===== config.mk =====
export PLATFORM = sky130hd
export DESIGN_NAME = square_root
export DESIGN_NICKNAME = d
export VERILOG_FILES = /design/src/rtl/square_root_pkg.sv /design/src/rtl/sqrt_step.sv /design/src/rtl/square_root.sv
export SDC_FILE = /design/constraint.sdc
export NUM_CORES = 1
export LEC_CHECK = 0
export BUFFER_PORTS_ARGS = -buffer_cell sky130_fd_sc_hd__clkbuf_2
export CAP_MARGIN = 20
export CORE_ASPECT_RATIO = 2
export CORE_UTILIZATION = 31
export CTS_CLUSTER_SIZE = 10
export DETAILED_ROUTE_END_ITERATION = 16
export GPL_TIMING_DRIVEN = 0
export PLACE_DENSITY_LB_ADDON = 0.3
export REMOVE_ABC_BUFFERS = 1
export SYNTH_ARGS = -nofsm -noshare
export SYNTH_HDL_FRONTEND = slang
export SYNTH_HIERARCHICAL = 1
export SYNTH_SLANG_ARGS = --single-unit

===== constraint.sdc =====
create_clock -name clk -period 5.1 [get_ports clk]
set_input_delay 0 -clock clk [delete_from_list [all_inputs] [get_ports clk]]
set_output_delay 0 -clock clk [all_outputs]
set_load 0.01 [all_outputs]

===== src/rtl/square_root_pkg.sv =====
// ---------------------------------------------------------------------------
// square_root_pkg
// Shared definitions for the sequential integer square-root unit: the
// default operand width, the pass state encoding, and the widths derived
// from the default operand width.
// ---------------------------------------------------------------------------
package square_root_pkg;

  localparam int DEF_WIDTH = 8;

  // Result has half the radicand bits; the partial remainder needs two
  // extra bits to hold (rem << 2) | pair before the trial subtraction.
  localparam int ROOT_W = DEF_WIDTH / 2;
  localparam int REM_W  = DEF_WIDTH / 2 + 2;

  typedef enum logic [1:0] {
    LOAD = 2'd0,
    ITER = 2'd1,
    DONE = 2'd2
  } state_e;

endpackage


===== src/rtl/sqrt_step.sv =====
// ---------------------------------------------------------------------------
// sqrt_step
// One iteration of the restoring digit-by-digit square root. Purely
// combinational.
//   rem_i   partial remainder from the previous iteration
//   root_i  partial root from the previous iteration
//   pair_i  next (most significant remaining) radicand bit pair
//   rem_o   partial remainder after this iteration
//   root_o  partial root after this iteration (one more result bit)
// ---------------------------------------------------------------------------
module sqrt_step
  import square_root_pkg::*;
#(
  parameter int RW = ROOT_W
) (
  input  logic [RW+1:0] rem_i,
  input  logic [RW-1:0] root_i,
  input  logic [1:0]    pair_i,
  output logic [RW+1:0] rem_o,
  output logic [RW-1:0] root_o
);

  logic [RW+1:0] r;
  logic [RW+1:0] t;

  // rem is bounded by 2*root, so its top two bits are always zero while
  // iterations remain and dropping them in the shift loses nothing.
  assign r = (RW+2)'({rem_i, pair_i});
  assign t = {root_i, 2'b01};

  always_comb begin
    if (r >= t) begin
      rem_o  = r - t;
      root_o = RW'({root_i, 1'b1});
    end else begin
      rem_o  = r;
      root_o = RW'({root_i, 1'b0});
    end
  end

endmodule


===== src/rtl/square_root.sv =====
// ---------------------------------------------------------------------------
// square_root
// Free-running sequential floor(sqrt) unit. Each pass is LOAD (sample the
// radicand), WIDTH/2 ITER cycles (one result bit each, MSB first) and DONE
// (publish the result). SquareRoot only changes on the DONE edge.
//   clk         rising-edge clock
//   rst         asynchronous active-high reset
//   Radicand    unsigned operand, sampled only in LOAD
//   SquareRoot  registered floor(sqrt) of the last sampled radicand
// ---------------------------------------------------------------------------
module square_root
  import square_root_pkg::*;
#(
  parameter int WIDTH = DEF_WIDTH
) (
  input  logic             clk,
  input  logic             rst,
  input  logic [WIDTH-1:0] Radicand,
  output logic [WIDTH-1:0] SquareRoot
);

  localparam int RW = WIDTH / 2;
  localparam int MW = RW + 2;
  localparam int CW = (RW > 1) ? $clog2(RW) : 1;
  localparam logic [CW-1:0] CNT_INIT = CW'(RW - 1);

  state_e           state_q;
  logic [WIDTH-1:0] rad_q;
  logic [MW-1:0]    rem_q;
  logic [MW-1:0]    rem_d;
  logic [RW-1:0]    root_q;
  logic [RW-1:0]    root_d;
  logic [CW-1:0]    cnt_q;

  sqrt_step #(
    .RW(RW)
  ) u_step (
    .rem_i (rem_q),
    .root_i(root_q),
    .pair_i(rad_q[WIDTH-1 -: 2]),
    .rem_o (rem_d),
    .root_o(root_d)
  );

  always_ff @(posedge clk or posedge rst) begin
    if (rst) begin
      state_q    <= LOAD;
      rad_q      <= '0;
      rem_q      <= '0;
      root_q     <= '0;
      cnt_q      <= '0;
      SquareRoot <= '0;
    end else begin
      case (state_q)
        LOAD: begin
          rad_q   <= Radicand;
          rem_q   <= '0;
          root_q  <= '0;
          cnt_q   <= CNT_INIT;
          state_q <= ITER;
        end
        ITER: begin
          rem_q  <= rem_d;
          root_q <= root_d;
          // Consumed pair leaves the top; next pair moves into position.
          rad_q  <= rad_q << 2;
          cnt_q  <= cnt_q - CW'(1);
          if (cnt_q == '0) begin
            state_q <= DONE;
          end
        end
        DONE: begin
          SquareRoot <= {{(WIDTH - RW){1'b0}}, root_q};
          state_q    <= LOAD;
        end
        default: begin
          state_q <= LOAD;
        end
      endcase
    end
  end

endmodule


=== After elaboration in Yosys (flattened, before gate mapping) ===
Cells that the tools add are included.

* Register bits after elaboration: 24
* Output and inout bits: 8
* Word-level logic and storage cells: 23

* Reductions and logical operators: 3
* Muxes and demuxes: 8
* Order comparisons: 1
* Eq/ne operators: 3
* Add/sub/neg operators: 2

{| class="wikitable"
|+ Operators with widths
! kind !! count
|-
| 4-bit case mux with 2 select lines || 2
|-
| 8-bit case mux with 2 select lines || 1
|-
| 2-bit case mux with 2 select lines || 2
|-
| 6-bit greater-or-equal comparator || 1
|-
| 2-bit zero test || 2
|-
| 4-bit 2-to-1 mux || 1
|-
| 4-bit subtractor || 1
|-
| 2-bit by 1-bit == test with 1-bit output (second input constant) || 1
|-
| 2-bit == test (second input constant) || 1
|-
| 2-bit 2-to-1 mux || 1
|-
| 2-bit != test (second input constant) || 1
|-
| 2-bit nonzero test || 1
|-
| 2-bit by 1-bit subtractor with 2-bit output (second input constant) || 1
|-
| 1-bit 2-to-1 mux || 1
|}

=== Logic depth before layout (Yosys ltp) ===
Gate-level depths: netlist (run 1).

* Depth in word-level cells: 3
* Gate-level depth with buffers: 8
* Depth with buffers taken out: 8

=== Modules after synthesis ===
Netlist (run 1), hierarchy kept.

{| class="wikitable"
|+ Modules (own cells, without submodules)
! module !! instances !! area an instance (µm²) !! cells an instance
|-
| square_root || 1 || 1067.3 || 82
|-
| sqrt_step || 1 || 349.1 || 41
|}

=== Worst setup path after synthesis (run 1) ===
OpenSTA, ideal clock, no wires.

* Path type: reg-to-reg
* Start point: reg root_q[1]
* End point: reg rem_q[2]
* Library setup time: 0.121 ns
* Cell stages (with the launch flop): 8
* Path slack: 3.295 ns
* Buffers on the path: 0
* Clock period less this slack: 1.805 ns
* Required time: 4.979 ns
* Arrival: 1.684 ns
* Path through: dfrtp_1 > inv_1 > ha_1 > o21ai_1 > a21oi_2 > o22ai_4 > mux2_4 > a22o_1

* Longest elaborated chain between the ends: 3

{| class="wikitable"
|+ Ends and longest elaborated chain
! what !! RTL line !! text
|-
| start, declared || square_root.sv:31 || <nowiki>logic [RW-1:0] root_q;</nowiki>
|-
| start signal, assigned || square_root.sv:64 || <nowiki>root_q <= root_d;</nowiki>
|-
| 6-bit greater-or-equal comparator || sqrt_step.sv:32 || <nowiki>if (r >= t) begin</nowiki>
|-
| 4-bit 2-to-1 mux || sqrt_step.sv:32 ||
|-
| via rem_d[2] || square_root.sv:30 || <nowiki>logic [MW-1:0] rem_d;</nowiki>
|-
| 4-bit case mux with 2 select lines || square_root.sv:54 || <nowiki>case (state_q)</nowiki>
|-
| end signal, assigned || square_root.sv:63 || <nowiki>rem_q <= rem_d;</nowiki>
|-
| end, declared || square_root.sv:29 || <nowiki>logic [MW-1:0] rem_q;</nowiki>
|}

The timed path passes the listed nets, and every way through them passes these cells.
A chain may end at the register's enable or synchronous reset.

=== Final worst setup path (run 1) ===
Ends and elaborated chain as after synthesis.

==> reports/metrics.cfg, run 1 <==
[timing]
hold_viol_final = 0
finalMaxSlewViolations = 0
fmax_ghz = 0.5341
setup_violations = 0
whs_ps = 23.69
slew_headroom_pct = 39.12
grt_setup_unrepaired = false
setup_ws_ps = 3228
period_minus_slack_ps = 1872
totalNegativeSetupSlack_ps = 0
tightest_slew_ps = 912.1
period_share_pct = 36.71
finClkSkew_ps = 2.011

[placed_design]
placed_area_sq_um = 1303
place.gp.congestion = 0.7524
pre_cts_slack_ps = 3223
dp_hpwl_um = 1483
port_buffers = 13

[floorplanning]
fp.dieH_um = 92.07
start_util_pct = 32.38
row_count = 32
fp.dieW_um = 47.04
coreArea_sq_um = 3884
io_pins = 18
die_area_sq_um = 4331

[clock_network]
cts_buffer_depth = 2
cts_tree = done
clk_pin_slew_ps = 80
postCtsResizedCells = 0
clkLatencyLatePin_ps = 260
root_buffer = clkbuf_8
post-cts-setup-buffers = 0
cts_max_level = 1
cts_buffers = 3
clkSinkCount = 24
cts_hold_buf = 3

[min_path]
worstHoldStart = Radicand[7]
min_path_type = in -> reg

[job]
cap_viol_max_count = 0

[drt]
finalWirelength_um = 2027
routed-via-count = 771
route.detailed.drc = 0
viasPerCell = 4.535
drt_pass1_iterations = 4
antenna_left = 0
first_iter_violations = 17
wire_per_inst_um = 11.92

[power]
p_total_w = 0.0003654
p_per_area_nw_per_um2 = 266.0
p_leak_nw = 0.7011
vdd_drop_max_mv = 0.1940

[cells_and_area]
layout_common_cells = dfrtp_1 (24), clkbuf_2 (13), inv_1 (11), a22o_1 (10), mux2i_1 (8)
design_area_sq_um = 1374
synthToLayoutAreaGrowth_pct = 9.254
final.fill_count = 407
num_antenna_cells = 0
final_common_cell = dfrtp_1
nets = 138
drive_gt1_share_pct = 21.85

[synthesis]
synthCells = 109
ys_warn_count = 6
avgSynthCellArea_sq_um = 11.54
syn_area_sq_um = 1257

[worst_setup_path]
r2r-start = root_q[1]
crit_type = reg -> reg
cp-start-kind = flop
crit_path_end_kind = flop
r2r_setup_slack_ps = 3230
crit_fanout = 5
worstSetupStartpoint = root_q[1]
worst-endpoint-required_ps = 5250
arrival_ps = 2020

[grt]
grt_pass1_wl_um = 3532
overflow = 0
grt_max_degree = 30
groute.usage.overall_pct = 11.13
antenna_found_initial = 0
grt_pass1_vias = 820

[run_status]
status = finished clean

-- routing by layer --
metal	share of wire (%)	global-route usage, %	up-vias
met5	0	0	-
met4	0.84	5.476	0
met3	2.4	1.969	2
met2	54	18.87	17
met1	42	12.48	373
li1	-	-	379
-- per-stage QoR --
stage / cells / utilization [%]
floorplan: 100 / -
global placement: 164 / 33.54
detailed placement: 164 / 33.54
CTS: 170 / 35.37
global route: 170 / 35.37
finish: 170 / 35.37
-- final timing paths --
check	end	cells after the start
max	rem_q[2]	7
min	rad_q[7]	3
max reg2reg	rem_q[2]	7
min reg2reg	rad_q[4]	2
max in group asynchronous	rad_q[6]	3
min in group asynchronous	root_q[2]	3
-- flip-flops by register name, summed over array words and instances (netlist names) --
register	flops
SquareRoot	4
cnt_q	2
rad_q	8
rem_q	4
root_q	4
state_q	2
-- cell type report --
cell class	count	area, sq um	share of cell area, %
clock buffers	3	41.29	3.005
inverters	11	41.29	3.005
multi-input cells	65	531.8	38.71
flip-flops and latches	24	600.6	43.72
well taps	51	63.81	4.645
repair buffers	16	95.09	6.922
-- where the power goes --
part | switching [W] | total (W) | internal (W)
Combinational | 0.0000214 | 0.0000462 | 0.0000247
Clock | 0.0000574 | 0.000110 | 0.0000527
Sequential | 0.00000622 | 0.000209 | 0.000203
Total | 0.0000851 | 0.000365 | 0.000280
-- worst max-delay path: stages (launching register included) --
cell and delay [ps]:
dfrtp_1 400, inv_1 70, ha_1 300, o21ai_1 160
a21oi_2 60, o22ai_4 240, mux2_4 330, a22o_1 210
No activity file was read; power rests on OpenSTA's default activity.
==> run 2: changes to the inputs <==
clock period = 1.6 ns   (was 5.1 ns; I/O delays follow)
==> run 2 against run 1 <==
Net effect:
- the run now ends with negative setup slack left
- register-to-register slack lost 3300 ps
- sequential power increased to 3.2 times the previous value
- final cell count grew 8.2%
- critical path type unchanged
- combinational power rose to 3.5 times the previous value
- total power grew to 3.2 times the previous value
- maximum frequency grew 13%
- worst hold slack lost 1.4 ps
- highest routed layer unchanged
==> reports/metrics.cfg, run 2 (synthesized netlist as in run 1, its figures left out) <==
[run_status]
status = finished, violations left  ; was finished clean
violations = negative setup slack

[worst_setup_path]
crit_fanout = 3  ; was 5
r2r_setup_slack_ps = -60  ; was 3230 ps
cp-start-kind = flop  ; unchanged
reg2reg_depth = 5  ; was 7
crit_path_end_kind = flop  ; unchanged
crit_type = reg -> reg  ; unchanged
r2r_end = rem_q[2]  ; unchanged
worst-endpoint-required_ps = 1750  ; was 5250 ps
arrival_ps = 1810  ; was 2020 ps
r2r-start = rem_q[3]  ; was root_q[1]

[cells_and_area]
synthToLayoutAreaGrowth_pct = 22.19  ; was 9.254%
largest_reg_flops = 8  ; unchanged
final.fill_count = 392  ; was 407
layout_common_cells = dfrtp_1 (23), buf_4 (14), clkbuf_2 (13), a22o_1 (10), mux2i_1 (8)  ; was dfrtp_1 (24), clkbuf_2 (13), inv_1 (11), a22o_1 (10), mux2i_1 (8)
seq_area_sq_um = 601.8  ; was 600.6 sq um
top_register = rad_q  ; unchanged
finalNonFillerCells = 184  ; was 170
design_area_sq_um = 1536  ; was 1374 sq um
final_common_cell = dfrtp_1  ; unchanged
multiInputGateArea_sq_um = 588.1  ; was 531.8 sq um
num_antenna_cells = 0  ; unchanged
nets = 152  ; was 138
drive_gt1_share_pct = 38.35  ; was 21.85%

[timing]
period_share_pct = 103.7  ; was 36.71%
setup_violations = 4  ; was 0
slew_headroom_pct = 38.51  ; was 39.12%
hold_viol_final = 0  ; unchanged
finalMaxSlewViolations = 0  ; unchanged
tightest_slew_ps = 921.4  ; was 912.1 ps
finClkSkew_ps = 4.741  ; was 2.011 ps
grt_setup_unrepaired = true  ; was false
period_minus_slack_ps = 1658  ; was 1872 ps
setup_ws_ps = -58.41  ; was 3228 ps
fmax_ghz = 0.6030  ; was 0.5341 GHz

[clock_network]
clkSinkCount = 24  ; unchanged
cts_max_level = 1  ; unchanged
cts_tree = done  ; unchanged
cts_buffer_depth = 2  ; unchanged
clk_pin_slew_ps = 80  ; about the same
clkLatencyLatePin_ps = 260  ; about the same
cts_buffers = 3  ; unchanged
root_buffer = clkbuf_8  ; unchanged

[floorplanning]
die_area_sq_um = 4331  ; unchanged
coreArea_sq_um = 3884  ; unchanged
fp.dieH_um = 92.07  ; unchanged
io_pins = 18  ; unchanged
start_util_pct = 32.38  ; unchanged
fp.dieW_um = 47.04  ; unchanged
row_count = 32  ; unchanged

[power]
power.share.clock_pct = 29.4  ; was 30.1%
p_per_area_nw_per_um2 = 765.2  ; was 266.0 nW/um^2
seq_power_share_pct = 56.7  ; was 57.2%
power_switching_share_pct = 23.09  ; was 23.28%
internal-power_w = 0.0009043  ; was 0.0002803 W
p_switching_w = 0.0002714  ; was 0.00008507 W
p_leak_nw = 0.7730  ; was 0.7011 nW
p_comb_share_pct = 13.9  ; was 12.6%
vdd_drop_max_mv = 0.6252  ; was 0.1940 mV

[placed_design]
placed_area_sq_um = 1303  ; unchanged
place_inst = 164  ; unchanged
port_buffers = 13  ; unchanged
dp_hpwl_um = 1483  ; unchanged
place.gp.congestion = 0.7524  ; unchanged

[min_path]
min_path_type = in -> reg  ; unchanged
whs_path_depth = 3  ; unchanged
worstHoldEndpoint = rad_q[7]  ; unchanged
worstHoldStart = Radicand[7]  ; unchanged

[drt]
wl_met2_um = 1266  ; was 1104 um
drt_pass1_iterations = 4  ; unchanged
routed-via-count = 812  ; was 771
first_iter_violations = 15  ; was 17
route.detailed.drc = 0  ; unchanged
met1_length_um = 987  ; was 855 um
antenna_left = 0  ; unchanged
routed.top_layer = met4  ; unchanged
viasPerCell = 4.413  ; was 4.535
route.met3.wl_um = 45  ; was 49 um
wire_per_inst_um = 12.59  ; was 11.92 um
finalWirelength_um = 2316  ; was 2027 um

[grt]
groute.usage.overall_pct = 12.68  ; was 11.13%
grt_pass1_wl_um = 3974  ; was 3532 um
grt_max_degree = 30  ; unchanged
overflow = 0  ; unchanged
antenna_found_initial = 0  ; unchanged
grt_pass1_vias = 868  ; was 820

[job]
cap_viol_max_count = 0  ; unchanged

==> run 2: layer usage <==
metal / up-vias / GRT usage (%)
met5: - / 0
met4: 0 / 5.476
met3: 2 / 1.969
met2: 15 / 21.76
met1: 386 / 14.52
li1: 409 / -
==> run 2: how the worst max path moves through the flow <==
stage	cells after the start	slack, ps	to	start
final	5	-60	rem_q[2]	rem_q[3]
after global routing	8	-130	rem_q[2]	rad_q[7]
after CTS	8	-70	rem_q[2]	rad_q[7]
after detailed placement	7	-280	rem_q[2]	root_q[1]
after global placement	7	-240	rem_q[2]	root_q[1]
after floorplan	7	-110	rem_q[2]	root_q[1]
==> run 2: final cells by class <==
cell class                      count  share of cell area (%)
Multi-Input combinational cell     65                   38.27
Sequential cell                    24                   39.17
Tap cell                           51                   4.153
Timing Repair Buffer               30                   13.03
Inverter                           11                   2.687
Clock buffer                        3                   2.687
==> run 2: power groups by stage <==
stage	Sequential [W]	Combinational [W]	Clock, W
after detailed placement	0.000680	0.000145	0
after global placement	0.000679	0.000141	0
after CTS	0.000667	0.000166	0.000366
final	0.000666	0.000164	0.000346
after global routing	0.000672	0.000182	0.000387
after floorplan	0.000692	0.0000782	0
==> run 2: critical path, cell delays in order, from the launching register on <==
cell and delay [ps]:
dfrtp_1 390, ha_2 210, or2_1 260, o22ai_4 180, mux2_4 310, a22o_1 190
==> run 2: metrics by stage <==
step / power [W] / setup slack, ps / hold slack (ps) / setup TNS [ps] / utilization (%)
floorplan: 0.0007703 / -114.0 / 14.62 / -228.0 / -
global placement: 0.0008197 / -240.7 / 212.4 / -786.1 / 33.54
detailed placement: 0.0008252 / -277.4 / 219.6 / -916.6 / 33.54
CTS: 0.001199 / -70.47 / 22.84 / -138.0 / 38.66
global route: 0.001241 / -133.5 / 26.99 / -381.4 / 39.56
finish: 0.001176 / -58.41 / 22.29 / -121.2 / 39.56
==> run 2: what timing repair did <==
item	in CTS	in global routing
buffers inserted	11	3
pin swaps	8	1
hold buffers	3	0
resized for setup	10	2
hold endpoints to repair	26	0
setup endpoints to repair	9	5
==> run 3: changes to the inputs <==
clock period = 1.5 ns   (was 1.6 ns; I/O delays follow)
==> run 3 against run 2 <==
Net effect:
- the run still ends with negative setup slack left
- combinational power is 7% higher
- core utilization stayed put
- total power is 6.7% higher
- critical path type unchanged
- largest cell class unchanged
- largest power group unchanged
==> reports/metrics.cfg, run 3 (synthesized netlist as in run 1, its figures left out) <==
[drt]
met1_length_um = 987  ; unchanged
first_iter_violations = 15  ; unchanged
wire_per_inst_um = 12.59  ; unchanged
drt_pass1_iterations = 4  ; unchanged
wl_met2_um = 1266  ; unchanged
routed-via-count = 812  ; unchanged
route.detailed.drc = 0  ; unchanged
finalWirelength_um = 2316  ; unchanged
route.met3.wl_um = 45  ; unchanged
viasPerCell = 4.413  ; unchanged
routed.top_layer = met4  ; unchanged
antenna_left = 0  ; unchanged

[worst_setup_path]
critPathMaxStageDelay_ps = 390  ; about the same
worst-endpoint-required_ps = 1650  ; was 1750 ps
crit_slowest_cell = dfrtp_1  ; unchanged
r2r_end = rem_q[2]  ; unchanged
reg2reg_depth = 5  ; unchanged
crit_path_cell_trace = ha_2 -> or2_1 -> o22ai_4 -> mux2_4 -> a22o_1  ; unchanged
crit_path_end_kind = flop  ; unchanged
cp-start-kind = flop  ; unchanged
r2r-start = rem_q[3]  ; unchanged
arrival_ps = 1810  ; about the same
crit_fanout = 3  ; unchanged
crit_type = reg -> reg  ; unchanged
r2r_setup_slack_ps = -160  ; was -60 ps

[power]
p_per_area_nw_per_um2 = 816.2  ; was 765.2 nW/um^2
vdd_drop_max_mv = 0.6669  ; was 0.6252 mV
p_leak_nw = 0.7730  ; unchanged

[floorplanning]
fp.dieW_um = 47.04  ; unchanged
row_count = 32  ; unchanged
io_pins = 18  ; unchanged
die_area_sq_um = 4331  ; unchanged
fp.dieH_um = 92.07  ; unchanged
coreArea_sq_um = 3884  ; unchanged
start_util_pct = 32.38  ; unchanged

[min_path]
whs_path_depth = 3  ; unchanged
worstHoldStart = Radicand[7]  ; unchanged
min_path_type = in -> reg  ; unchanged
worstHoldEndpoint = rad_q[7]  ; unchanged

[timing]
totalNegativeSetupSlack_ps = -567.7  ; was -121.2 ps
setup_violations = 5  ; was 4
grt_setup_unrepaired = true  ; unchanged
period_share_pct = 110.6  ; was 103.7%
slew_headroom_pct = 38.51  ; unchanged
tightest_slew_ps = 921.4  ; unchanged
finClkSkew_ps = 4.741  ; unchanged
setup_ws_ps = -158.4  ; was -58.41 ps
finalMaxSlewViolations = 0  ; unchanged
hold_viol_final = 0  ; unchanged
period_minus_slack_ps = 1658  ; about the same
fmax_ghz = 0.6030  ; unchanged

[job]
cap_viol_max_count = 0  ; unchanged

[cells_and_area]
num_antenna_cells = 0  ; unchanged
synthToLayoutAreaGrowth_pct = 22.19  ; unchanged
final.fill_count = 392  ; unchanged
final_common_cell = dfrtp_1  ; unchanged
nets = 152  ; unchanged
final_util_pct = 39.56  ; unchanged
top_register = rad_q  ; unchanged
largest_reg_flops = 8  ; unchanged
drive_gt1_share_pct = 38.35  ; unchanged
finalNonFillerCells = 184  ; unchanged
design_area_sq_um = 1536  ; unchanged
layout_common_cells = dfrtp_1 (23), buf_4 (14), clkbuf_2 (13), a22o_1 (10), mux2i_1 (8)  ; unchanged

[clock_network]
cts_buffers = 3  ; unchanged
clkSinkCount = 24  ; unchanged
cts_buffer_depth = 2  ; unchanged
cts_max_level = 1  ; unchanged
cts_tree = done  ; unchanged
clk_pin_slew_ps = 80  ; about the same
root_buffer = clkbuf_8  ; unchanged
clkLatencyLatePin_ps = 260  ; about the same

[grt]
grt_pass1_wl_um = 3974  ; unchanged
grt_pass1_vias = 864  ; was 868
overflow = 0  ; unchanged
grt_max_degree = 30  ; unchanged
groute.usage.overall_pct = 12.68  ; unchanged
antenna_found_initial = 0  ; unchanged

[run_status]
violations = negative setup slack  ; unchanged
status = finished, violations left  ; unchanged

[placed_design]
dp_hpwl_um = 1483  ; unchanged
place_inst = 164  ; unchanged
placed_area_sq_um = 1303  ; unchanged
place.gp.congestion = 0.7524  ; unchanged
port_buffers = 13  ; unchanged

## run 3: worst max-delay path: cells and delay by family, from the launching register on
family,cells,cell delay [ps]
adder cells (fa/ha/maj),1,210
flip-flops,1,390
AND/OR/NAND/NOR,1,260
multiplexers,1,310
AO/OA/AOI/OAI,2,370
## run 3: through the flow
stage / setup slack, ps / total power, W / hold WS, ps
after floorplan: -214.0 / 0.0008216 / 14.62
after global placement: -340.7 / 0.0008744 / 212.4
after detailed placement: -377.4 / 0.0008802 / 219.6
after CTS: -170.5 / 0.001279 / 22.84
after global routing: -233.5 / 0.001323 / 26.99
final: -158.4 / 0.001254 / 22.29
## run 3: layout make-up
class                   instances  area, sq um  share of cell area [%]
flip-flops and latches         24        601.8                   39.17
multi-input cells              65        588.1                   38.27
repair buffers                 30        200.2                   13.03
well taps                      51        63.81                   4.153
clock buffers                   3        41.29                   2.687
inverters                      11        41.29                   2.687
## run 3: worst max path at each step
stage	endpoint	start	slack, ps	cells past startpoint
floorplan	rem_q[2]	root_q[1]	-210	7
global placement	rem_q[2]	root_q[1]	-340	7
detailed placement	rem_q[2]	root_q[1]	-380	7
CTS	rem_q[2]	rad_q[7]	-170	8
global route	rem_q[2]	rad_q[7]	-230	8
finish	rem_q[2]	rem_q[3]	-160	5
## run 3: timing repair
action                                 in CTS  in global routing
setup buffers                              11                  3
hold buffers                                3                  0
gates resized for setup                    10                  2
gates cloned                                0                  0
endpoints found under the hold margin      26                  0
setup endpoints to repair                   9                  5
pin swaps                                   8                  1
## run 3: power by group
group | internal [W] | leakage [nW] | switching (W)
Clock | 0.000179 | 0.0216 | 0.000190
Sequential | 0.000690 | 0.290 | 0.0000210
Combinational | 0.0000956 | 0.462 | 0.0000790
## run 3: metal layers
layer  vias to the layer above  track usage (%)
met5                         -                0
met3                         2            1.969
met2                        15            21.76
met4                         0            5.476
met1                       386            14.52
li1                        409                -
